### config.mk
export PLATFORM = sky130hd
export DESIGN_NAME = cm_merge
export DESIGN_NICKNAME = d
export VERILOG_FILES = /design/src/rtl/ddp_hs_pkg.sv /design/src/rtl/rr_arb2.sv /design/src/rtl/cm_merge.sv
export SDC_FILE = /design/constraint.sdc
export NUM_CORES = 1
export LEC_CHECK = 0
export CORE_ASPECT_RATIO = 1.25
export CORE_MARGIN = 8
export CORE_UTILIZATION = 30
export CTS_CLUSTER_DIAMETER = 60
export CTS_CLUSTER_SIZE = 12
export DETAILED_ROUTE_END_ITERATION = 10
export GPL_TIMING_DRIVEN = 1
export MAX_ROUTING_LAYER = met4
export PLACE_DENSITY = 0.56
export SLEW_MARGIN = 10
export SYNTH_ARGS = -nofsm -noshare
export SYNTH_HDL_FRONTEND = slang
export SYNTH_SLANG_ARGS = --single-unit
### constraint.sdc
create_clock -name CLK -period 1.4 [get_ports CLK]
set_input_delay 0.28 -clock CLK [delete_from_list [all_inputs] [get_ports CLK]]
set_output_delay 0.28 -clock CLK [all_outputs]
set_load 0.01 [all_outputs]
### src/rtl/ddp_hs_pkg.sv
// Handshake state types and source tags shared by the branch, merge and join
// stages of the Send/Ack datapath.
package ddp_hs_pkg;

  typedef enum logic [1:0] {
    I_IDLE  = 2'd0,
    I_ACK_A = 2'd1,
    I_ACK_B = 2'd2
  } in_state_t;

  typedef enum logic [1:0] {
    O_IDLE = 2'd0,
    O_SEND = 2'd1,
    O_REL  = 2'd2
  } out_state_t;

  localparam logic SRC_A = 1'b0;
  localparam logic SRC_B = 1'b1;

  // Source tag of a one-hot two-way grant.
  function automatic logic gnt_src(input logic [1:0] gnt);
    return gnt[1] ? SRC_B : SRC_A;
  endfunction

endpackage

### src/rtl/rr_arb2.sv
// Two-input round-robin arbiter. The pointer names the input that wins the
// next contended grant and only moves when a contended grant is taken.
module rr_arb2
  import ddp_hs_pkg::*;
(
  input  logic       CLK,
  input  logic       MR,
  input  logic [1:0] req,
  input  logic       grant_en,
  output logic [1:0] gnt
);

  logic rr_ptr;

  always_comb begin
    gnt = 2'b00;
    case (req)
      2'b01:   gnt = 2'b01;
      2'b10:   gnt = 2'b10;
      2'b11:   gnt = (rr_ptr == SRC_B) ? 2'b10 : 2'b01;
      default: gnt = 2'b00;
    endcase
  end

  always_ff @(posedge CLK) begin
    if (MR) begin
      rr_ptr <= SRC_A;
    end else if (grant_en && (&req)) begin
      rr_ptr <= ~rr_ptr;
    end
  end

endmodule

### src/rtl/cm_merge.sv
// Two-way merge of return-to-zero Send/Ack channels through a one-entry
// buffer; contention resolved round-robin, each packet tagged with its source.
//
// state    | meaning
// I_IDLE   | waiting for a request while the buffer is empty
// I_ACK_A  | packet from a captured, Ack_out_a held until Send_in_a drops
// I_ACK_B  | packet from b captured, Ack_out_b held until Send_in_b drops
// O_IDLE   | nothing offered downstream
// O_SEND   | Send_out high, waiting for Ack_in
// O_REL    | buffer released, waiting for Ack_in to return to zero
module cm_merge
  import ddp_hs_pkg::*;
#(
  parameter int W = 16
) (
  input  logic         CLK,
  input  logic         MR,
  input  logic         Send_in_a,
  input  logic [W-1:0] Data_in_a,
  output logic         Ack_out_a,
  input  logic         Send_in_b,
  input  logic [W-1:0] Data_in_b,
  output logic         Ack_out_b,
  output logic         Send_out,
  output logic [W-1:0] Data_out,
  output logic         Src_out,
  input  logic         Ack_in,
  output logic         CP
);

  in_state_t  in_state;
  out_state_t out_state;
  logic       full;
  logic       grant_en;
  logic [1:0] gnt;

  assign grant_en = (in_state == I_IDLE) && !full;

  rr_arb2 u_arb (
    .CLK      (CLK),
    .MR       (MR),
    .req      ({Send_in_b, Send_in_a}),
    .grant_en (grant_en),
    .gnt      (gnt)
  );

  // Capture needs full=0 and release needs full=1, so the two writes to full
  // below can never land on the same edge.
  always_ff @(posedge CLK) begin
    if (MR) begin
      in_state  <= I_IDLE;
      out_state <= O_IDLE;
      full      <= 1'b0;
      Ack_out_a <= 1'b0;
      Ack_out_b <= 1'b0;
      Send_out  <= 1'b0;
      Data_out  <= '0;
      Src_out   <= SRC_A;
      CP        <= 1'b0;
    end else begin
      CP <= 1'b0;

      case (in_state)
        I_IDLE: begin
          if (grant_en && (gnt != 2'b00)) begin
            Data_out <= gnt[1] ? Data_in_b : Data_in_a;
            Src_out  <= gnt_src(gnt);
            full     <= 1'b1;
            CP       <= 1'b1;
            if (gnt[1]) begin
              Ack_out_b <= 1'b1;
              in_state  <= I_ACK_B;
            end else begin
              Ack_out_a <= 1'b1;
              in_state  <= I_ACK_A;
            end
          end
        end
        I_ACK_A: begin
          if (!Send_in_a) begin
            Ack_out_a <= 1'b0;
            in_state  <= I_IDLE;
          end
        end
        I_ACK_B: begin
          if (!Send_in_b) begin
            Ack_out_b <= 1'b0;
            in_state  <= I_IDLE;
          end
        end
        default: begin
          Ack_out_a <= 1'b0;
          Ack_out_b <= 1'b0;
          in_state  <= I_IDLE;
        end
      endcase

      case (out_state)
        O_IDLE: begin
          if (full) begin
            Send_out  <= 1'b1;
            out_state <= O_SEND;
          end
        end
        O_SEND: begin
          if (Ack_in) begin
            Send_out  <= 1'b0;
            full      <= 1'b0;
            out_state <= O_REL;
          end
        end
        O_REL: begin
          if (!Ack_in) begin
            out_state <= O_IDLE;
          end
        end
        default: begin
          Send_out  <= 1'b0;
          out_state <= O_IDLE;
        end
      endcase
    end
  end

endmodule

==> flow_summary_export.csv, run 1 <==
group,metric,value,unit
power,p_leak,0.887,nW
outcome,outcome,"finished, final reports clean",
drt,drt-total-wl,3.85,mm
setup_path,worstPathArrival,910,ps
placed_design,place_hpwl,3.01,mm
sta,setup_slack,206,ps
cts,htree_levels,1,
sta,slew_violations,0,
drt,first_pass_iters,4,
drt,postRouteAntennaNets,0,
cells_and_area,layout.cells.non_filler,251,
floorplanning,die_h,91.3,µm
global_route,grt_pass1_wl,6.74,mm
drt,vias_per_cell,4.84,
cts,ctsHoldBuffers,0,
setup_path,required,1120,ps
setup_path,criticalPathCategory,"flip-flop to primary output",
cts,cts_buffer_depth,2,
power,pwr-share-seq,0.462,
placed_design,io_buffers,57,
drt,wl_per_cell,15.3,µm
power,switching_share,0.295,
sta,setup_viol_count_final,0,
cts,cts_root_buffer,"clkbuf_8",
synthesis,synth_cell_types,31,
floorplanning,io_pins,58,
floorplanning,core,0.00439,mm²
setup_path,path_delay_family,"flip-flops",
drt,wl_met2,1.80,mm
floorplanning,start_util,0.310,
setup_path,max_stage_delay,360,ps
sta,finClkSkew,4.26,ps
synthesis,ys_warn_count,0,
sta,setup_tns,0,ps
cells_and_area,antenna_cells,0,
synthesis,syn_inst,129,
global_route,grt_pass1_vias,1359,
power,clockPowerShare,0.216,
sta,fmax,838,MHz
cts,cts_tree,"done",
drt,routed.top_layer,"met4",
placed_design,place_congestion,0.847,
drt,route.vias.total,1215,
setup_path,worstPathCellList,"dlygate4sd2_1",
synthesis,yosysSeqAreaShare,0.397,
global_route,overflow,0,
cells_and_area,layout_commonest_cell,"clkdlybuf4s50_1",
sta,relSlewSlack,0.798,
cts,cts_buffers,3,
power,p_per_area,984,mW/mm²
cells_and_area,final_cell_mix,"34 x clkdlybuf4s50_1, 27 x dfxtp_1, 21 x dlygate4sd2_1, 20 x nand2b_1, 14 x a22oi_1",
job,max-cap-violations,0,
floorplanning,die_width,76.2,µm
global_route,grt_max_degree,18,
setup_path,crit_path_start_kind,"flip-flop",
global_route,track_usage,0.118,
placed_design,dp.cells,247,
cells_and_area,stdcell_area,0.00208,mm²
placed_design,dpl-instance-area,0.00205,mm²
cts,clk_latency,270,ps
drt,met3_length,200,µm
drt,drc,0,
synthesis,syn_area,0.00136,mm²
sta,rsz0062_at_grt,"no",
synthesis,avgSynthCellArea,10.5,µm²
floorplanning,die_area,0.00696,mm²
global_route,antenna_found_initial,0,
cells_and_area,top_register,"Data_out",
drt,drtIter0Drc,52,
cells_and_area,largest_registers,"Data_out (16), in_state (2), out_state (2)",
cells_and_area,syn_to_final_growth,53.0,%
cells_and_area,drive_above_1_share,0.197,
power,combPwrFrac,0.321,
floorplanning,rows,27,
cells_and_area,largest_reg_flops,16,
synthesis,synth_nets,166,
power,p_int,1.44,mW
cells_and_area,nets,231,
drt,wl_met1,1.81,mm
cts,cts.sinks,27,
setup_path,cp.buffers_inverters,1,
placed_design,place_ws,-257,ps
sta,period_share,0.853,
sta,hold_violations,0,
power,ir_drop,0.521,mV
synthesis,yosys_register_bits,27,
sta,fin_crit,1190,ps
power,power.net_switching,603,µW
sta,tightest_slew,302,ps
cts,clk_pin_slew,90,ps
sta,holdWs,466,ps
setup_path,crit_path_top_delay_cell,"dfxtp_1",
setup_path,path_max_fanout,3,
worst_hold_path,hold_path.class,"flip-flop to flip-flop",
setup_path,cp-end-kind,"primary output",
through the flow:
stage | power, mW | utilization
after global routing | 2.19 | 0.474
after global placement | 1.69 | 0.468
after floorplan | 1.30 | -
after detailed placement | 1.70 | 0.468
final | 2.05 | 0.474
after CTS | 2.08 | 0.472
cell type report:
class / instances / area (µm²)
clock buffer: 4 / 45.0
fill: 411 / 2310
inverter: 5 / 21.3
multi-input combinational: 87 / 717
sequential: 27 / 541
tap: 58 / 72.6
timing repair buffer: 70 / 684
power by group through the flow:
stage,clock [mW],sequential [mW],combinational [mW]
5_1_grt,0.502,0.962,0.723
2_1_floorplan,0,1.00,0.303
6_report,0.442,0.947,0.659
3_3_place_gp,0,0.963,0.726
3_5_place_dp,0,0.970,0.732
4_1_cts,0.459,0.949,0.673
cells in the mapped netlist, drive strengths merged:
master,number,share of area
nand2,2,0.0055
a22oi,16,0.096
o21ai,2,0.0074
inv,5,0.014
a21bo,2,0.015
xnor2,1,0.0064
and2b,1,0.0064
a221oi,1,0.011
nor2,5,0.014
buf,8,0.058
or2,1,0.0046
nor3,4,0.023
dfxtp,27,0.40
clkbuf,2,0.0055
nor3b,2,0.011
a21o,1,0.0055
mux2,1,0.011
o32ai,16,0.16
nand3,3,0.022
a21oi,6,0.022
nand2b,20,0.092
nand3b,1,0.0055
nor2b,2,0.0092
kinds of logic (layout without fill, tap and decap cells):
group,count (synthesis),count (layout),share of synthesized area
AO/OA/AOI/OAI,44,44,0.315
XOR/XNOR,1,1,0.00644
buffers and inverters,15,79,0.0773
flip-flops,27,27,0.397
multiplexers,1,1,0.0110
AND/OR/NAND/NOR,41,41,0.193
worst reg2reg max path, cell delays in order (launching register included):
cell and delay [ps]:
dfxtp_1 380, nor3_4 280, nand3_2 110, mux2_4 300
routing by layer:
metal / vias to the layer above / track usage
met4: 0 / 0.0338
met1: 558 / 0.139
met3: 5 / 0.0276
met2: 46 / 0.196
li1: 606 / -
met5: - / -
worst paths after layout:
kind                                  start            to  slack [ps]  depth (start not counted)
worst max-delay path               Send_out      Send_out         210                          1
worst min-delay path              Ack_out_b     Ack_out_b         470                          2
worst max register to register  in_state[1]  u_arb.rr_ptr         230                          3
worst min register to register    Ack_out_b     Ack_out_b         470                          2
repair_timing:
item	4_1_cts	5_1_grt
gates resized for setup	21	4
cloned	0	0
setup endpoints to repair	21	10
setup buffers	0	0
(Power assumes the default switching activity.)
==> inputs of run 2 (changes only) <==
--- a/config.mk
+++ b/config.mk
@@ -5,15 +5,17 @@
 export SDC_FILE = /design/constraint.sdc
 export NUM_CORES = 1
 export LEC_CHECK = 0
+export CELL_PAD_IN_SITES_DETAIL_PLACEMENT = 0
+export CELL_PAD_IN_SITES_GLOBAL_PLACEMENT = 1
 export CORE_ASPECT_RATIO = 1.25
 export CORE_MARGIN = 8
-export CORE_UTILIZATION = 30
-export CTS_CLUSTER_DIAMETER = 60
+export CORE_UTILIZATION = 31
+export CTS_CLUSTER_DIAMETER = 150
 export CTS_CLUSTER_SIZE = 12
 export DETAILED_ROUTE_END_ITERATION = 10
 export GPL_TIMING_DRIVEN = 1
 export MAX_ROUTING_LAYER = met4
-export PLACE_DENSITY = 0.56
+export PLACE_DENSITY = 0.75
 export SLEW_MARGIN = 10
 export SYNTH_ARGS = -nofsm -noshare
 export SYNTH_HDL_FRONTEND = slang
==> run 2 against run 1 <==
Compared with the run above: utilization is 1.1 points higher; clock power is 3% lower; global-route usage is 0.14 points higher; first-iteration DRC count is 67% higher; power hardly changed; combinational power is 3% higher; final cell count is 1.2% higher; worst setup slack worse by 32 ps; critical path depth is 3 higher.
==> flow_summary_export.csv, run 2 (synthesized netlist as in run 1, its figures left out) <==
group,metric,value,unit
drt,route.vias.total,1232,
cts,cts_tree,"done",
setup_path,reg2reg_slack,170,ps
floorplanning,io_pins,58,
cells_and_area,syn_to_final_growth,54.1,%
sta,setup_viol_count_final,0,
setup_path,criticalPathCategory,"flip-flop to flip-flop",
drt,drt-total-wl,3.93,mm
global_route,grt_pass1_vias,1301,
setup_path,worstPathArrival,1380,ps
cells_and_area,top_register,"Data_out",
setup_path,path_delay_family,"flip-flops",
setup_path,worstPathCellList,"nor2b_4, buf_4, o32ai_1, a22oi_1",
sta,setup_slack,174,ps
worst_hold_path,hold_path_depth,2,
global_route,overflow,0,
global_route,grt_pass1_wl,6.35,mm
setup_path,cp.buffers_inverters,1,
sta,fmax,815,MHz
outcome,outcome,"finished, final reports clean",
sta,fin_crit,1230,ps
placed_design,place_congestion,0.790,
worst_hold_path,hold_path.class,"flip-flop to flip-flop",
cells_and_area,largest_reg_flops,16,
drt,postRouteAntennaNets,0,
cts,clk_latency,260,ps
floorplanning,core,0.00432,mm²
setup_path,r2r-start,"u_arb.rr_ptr",
worst_hold_path,whs_endpoint,"Ack_out_b",
cts,clk_pin_slew,90,ps
cells_and_area,nets,234,
sta,tightest_slew,289,ps
floorplanning,die_area,0.00678,mm²
setup_path,required,1550,ps
cells_and_area,layout_commonest_cell,"clkdlybuf4s50_1",
setup_path,crit_path_top_delay_cell,"dfxtp_1",
cells_and_area,drive_above_1_share,0.209,
placed_design,place_hpwl,3.12,mm
global_route,track_usage,0.120,
cells_and_area,largest_registers,"Data_out (16), in_state (2), out_state (2)",
setup_path,crit_path_start_kind,"flip-flop",
cts,cts_root_buffer,"clkbuf_8",
drt,vias_per_cell,4.85,
placed_design,place_ws,-332,ps
sta,slew_violations,0,
floorplanning,die_width,75.2,µm
drt,drc,0,
sta,period_share,0.876,
worst_hold_path,min-delay-start,"Ack_out_b",
cells_and_area,stdcell_area,0.00210,mm²
cts,cts.sinks,27,
setup_path,reg2reg_depth,4,
global_route,antenna_found_initial,0,
floorplanning,die_h,90.1,µm
drt,wl_per_cell,15.5,µm
cells_and_area,final_cell_mix,"34 x clkdlybuf4s50_1, 27 x dfxtp_1, 21 x dlygate4sd2_1, 20 x nand2b_1",
sta,relSlewSlack,0.807,
cells_and_area,nFillCells,449,
cells_and_area,antenna_cells,0,
cts,post_cts_buffers,0,
setup_path,path_max_fanout,6,
sta,rsz0062_at_grt,"no",
job,max-cap-violations,0,
floorplanning,start_util,0.315,
placed_design,dpl-instance-area,0.00206,mm²
setup_path,max_stage_delay,470,ps
cts,htree_levels,1,
drt,first_pass_iters,6,
cts,cts_buffer_depth,2,
setup_path,cp-end-kind,"flip-flop",
power,p_leak,0.901,nW
placed_design,io_buffers,57,
drt,drtIter0Drc,87,
setup_path,r2r_end,"Data_out[1]",
global_route,grt_max_degree,17,
cts,cts_buffers,3,
sta,hold_violations,0,
floorplanning,rows,27,
power,p_per_area,977,mW/mm²
sta,finClkSkew,1.95,ps
power,ir_drop,0.351,mV
sta,holdWs,464,ps
## run 2: cell types whose count changed in the layout (fill, tap and decap cells not counted)
cell     change
buf_12       -1
buf_4        +4
nor2b_2      -1
nor2b_4      +1
## run 2: cell type report
cell class | count | area [µm²] | area share
clock buffer | 4 | 45.0 | 0.0215
tap | 58 | 72.6 | 0.0346
timing repair buffer | 73 | 694 | 0.331
sequential | 27 | 541 | 0.258
multi-input combinational | 87 | 722 | 0.344
inverter | 5 | 21.3 | 0.0101
## run 2: stage by stage
stage / TNS (ps) / utilization / instances / power, mW
2_1_floorplan: 0 / - / 129 / 1.30
3_3_place_gp: -4150 / 0.477 / 250 / 1.70
3_5_place_dp: -4780 / 0.477 / 250 / 1.71
4_1_cts: 0 / 0.482 / 254 / 2.09
5_1_grt: 0 / 0.485 / 254 / 2.18
6_report: 0 / 0.485 / 254 / 2.05
## run 2: tightest hold or removal path: cells and delay by family, from the launching register on
family,cells,cell delay [ps]
DFF,1,320
AOI/OAI and AO/OA,1,50
buffers and inverters,1,60
## run 2: routing by layer
layer  track usage  vias up  part of all wire
met3        0.0333        2             0.097
met1         0.148      568              0.42
met2         0.187       50              0.48
met5             -        -                 0
li1              -      612                 -
met4        0.0241        0            0.0031
## run 2: worst max path at each step
stage	start	to	slack, ps	cells past startpoint
3_5_place_dp	Send_in_b	Data_out[1]	-330	4
3_3_place_gp	Send_in_b	Data_out[5]	-240	4
4_1_cts	Send_in_b	Data_out[1]	10	5
6_report	u_arb.rr_ptr	Data_out[1]	170	4
2_1_floorplan	in_state[1]	u_arb.rr_ptr	190	3
5_1_grt	u_arb.rr_ptr	Data_out[5]	110	4
## run 2: what timing repair did
action / CTS / global route
hold buffers: 0 / 0
gates resized for setup: 22 / 3
endpoints found under the setup margin: 22 / 17
## run 2: report_power, final
part / internal (mW) / total, mW / switching [mW]
Clock: 0.203 / 0.427 / 0.223
Sequential: 0.876 / 0.944 / 0.0672
Combinational: 0.376 / 0.676 / 0.300
==> inputs of run 3 (changes only) <==
--- a/config.mk
+++ b/config.mk
@@ -8,7 +8,7 @@
 export CELL_PAD_IN_SITES_DETAIL_PLACEMENT = 0
 export CELL_PAD_IN_SITES_GLOBAL_PLACEMENT = 1
 export CORE_ASPECT_RATIO = 1.25
-export CORE_MARGIN = 8
+export CORE_MARGIN = 2
 export CORE_UTILIZATION = 31
 export CTS_CLUSTER_DIAMETER = 150
 export CTS_CLUSTER_SIZE = 12
==> run 3 against run 2 <==
Compared with the run above: first-iteration DRC count shrank 51%; via count increased by 1.5%; hold slack improved by 14 ps; clock-buffer cell count decreased by 1; maximum frequency is 0.11% higher; critical path type unchanged; global-route usage grew 5.1 points; largest cell class unchanged; final cell count shrank 1.6%; largest power group unchanged; clock power up 5.4%.
==> flow_summary_export.csv, run 3 (synthesized netlist as in run 1, its figures left out) <==
group,metric,value,unit
cts,cts_tree,"done",
sta,period_share,0.875,
cells_and_area,nFillCells,435,
drt,first_pass_iters,2,
sta,holdWs,478,ps
cts,cts_root_buffer,"clkbuf_8",
drt,drc,0,
drt,postRouteAntennaNets,0,
drt,vias_per_cell,5.00,
cells_and_area,multi_input_area,717,µm²
floorplanning,die_area,0.00494,mm²
cts,post_cts_buffers,0,
cts,clk_latency,280,ps
setup_path,crit_start,"in_state[1]",
placed_design,place_ws,-272,ps
setup_path,worstPathArrival,1400,ps
drt,wl_per_cell,15.2,µm
floorplanning,die_width,63.2,µm
cts,clk_pin_slew,90,ps
job,max-cap-violations,0,
placed_design,io_buffers,57,
global_route,grt_pass1_wl,6.52,mm
cts,cts_buffer_depth,2,
floorplanning,core,0.00416,mm²
setup_path,criticalPathCategory,"flip-flop to flip-flop",
floorplanning,rows,26,
setup_path,reg2reg_depth,3,
cells_and_area,largest_reg_flops,16,
cells_and_area,syn_to_final_growth,53.4,%
power,ir_drop,0.485,mV
cells_and_area,nets,232,
floorplanning,start_util,0.327,
global_route,antenna_found_initial,0,
cells_and_area,largest_registers,"Data_out (16), in_state (2), out_state (2)",
setup_path,r2r-start,"in_state[1]",
power,p_per_area,991,mW/mm²
floorplanning,die_h,78.1,µm
global_route,grt_pass1_vias,1332,
global_route,overflow,0,
outcome,outcome,"finished, final reports clean",
sta,rsz0062_at_grt,"no",
worst_hold_path,hold_path.class,"flip-flop to flip-flop",
cts,htree_levels,1,
placed_design,place_congestion,0.808,
sta,finClkSkew,4.94,ps
cells_and_area,top_register,"Data_out",
cts,cts.sinks,27,
setup_path,endpoint,"u_arb.rr_ptr",
sta,setup_slack,175,ps
cells_and_area,layout_commonest_cell,"clkdlybuf4s50_1",
sta,tightest_slew,302,ps
sta,slew_violations,0,
sta,hold_violations,0,
setup_path,path_max_fanout,5,
drt,drtIter0Drc,43,
floorplanning,io_pins,58,
setup_path,reg2reg_slack,170,ps
global_route,grt_max_degree,17,
setup_path,required,1580,ps
sta,fin_crit,1230,ps
drt,route.vias.total,1250,
sta,relSlewSlack,0.799,
cells_and_area,seq_area,541,µm²
setup_path,cp-end-kind,"flip-flop",
sta,fmax,816,MHz
cts,ctsHoldBuffers,0,
setup_path,crit_path_start_kind,"flip-flop",
power,p_leak,0.894,nW
cells_and_area,drive_above_1_share,0.206,
cells_and_area,final_cell_mix,"34 x clkdlybuf4s50_1, 27 x dfxtp_1, 21 x dlygate4sd2_1, 20 x nand2b_1, 14 x a22oi_1",
cts,cts_buffers,3,
sta,setup_viol_count_final,0,
setup_path,r2r_end,"u_arb.rr_ptr",
global_route,track_usage,0.171,
cells_and_area,antenna_cells,0,
drt,drt-total-wl,3.80,mm
placed_design,place_hpwl,2.95,mm
run 3: cell types whose count changed in the layout (fill, tap and decap cells not counted), sizes merged:
cell    before  now
buf         16   14
clkinv       0    1
clkbuf       4    3
run 3: stage by stage:
stage | power, mW | utilization | std cells | TNS [ps] | cell area (µm²)
after CTS | 2.09 | 0.499 | 250 | 0 | 2080
after detailed placement | 1.71 | 0.494 | 246 | -4020 | 2060
after floorplan | 1.30 | - | 129 | 0 | 1360
after global placement | 1.69 | 0.494 | 246 | -3260 | 2060
final | 2.07 | 0.501 | 250 | 0 | 2090
after global routing | 2.19 | 0.501 | 250 | 0 | 2090
run 3: layout make-up:
cell class | count | area share
inverters | 5 | 0.0102
multi-input cells | 87 | 0.344
well taps | 56 | 0.0336
clock buffers | 3 | 0.0198
repair buffers | 71 | 0.332
clock inverters | 1 | 0.00240
flip-flops and latches | 27 | 0.259
run 3: worst min path at each step:
stage                     depth (start not counted)  slack (ps)        end       from
after floorplan                                   2         440    Src_out  Send_in_b
after global placement                            2         450  Ack_out_b  Ack_out_b
after detailed placement                          2         470  Ack_out_b  Ack_out_b
after CTS                                         2         480  Ack_out_b  Ack_out_b
after global routing                              2         500  Ack_out_b  Ack_out_b
final                                             2         480  Ack_out_b  Ack_out_b
run 3: power by group:
group          internal (mW)  leakage (nW)  switching, mW
logic                  0.371         0.645          0.300
registers              0.876         0.224         0.0717
clock network          0.200        0.0255          0.250
total                   1.45         0.894          0.621
run 3: critical path, cell delays in order, from the launching register on:
cell and delay, ps:
dfxtp_1 390, nor3_4 310, nand3_2 120, mux2_4 300
run 3: per-layer routing:
layer | vias to the layer above | track usage | share of wire
met5 | - | - | 0
met4 | 0 | 0.0543 | 0.012
met3 | 5 | 0.0358 | 0.053
met2 | 39 | 0.311 | 0.53
met1 | 596 | 0.186 | 0.41
li1 | 610 | - | -
run 3: timing repair:
action / in CTS / in global routing
resized for setup: 21 / 5
gates cloned: 0 / 0
endpoints found under the setup margin: 21 / 9
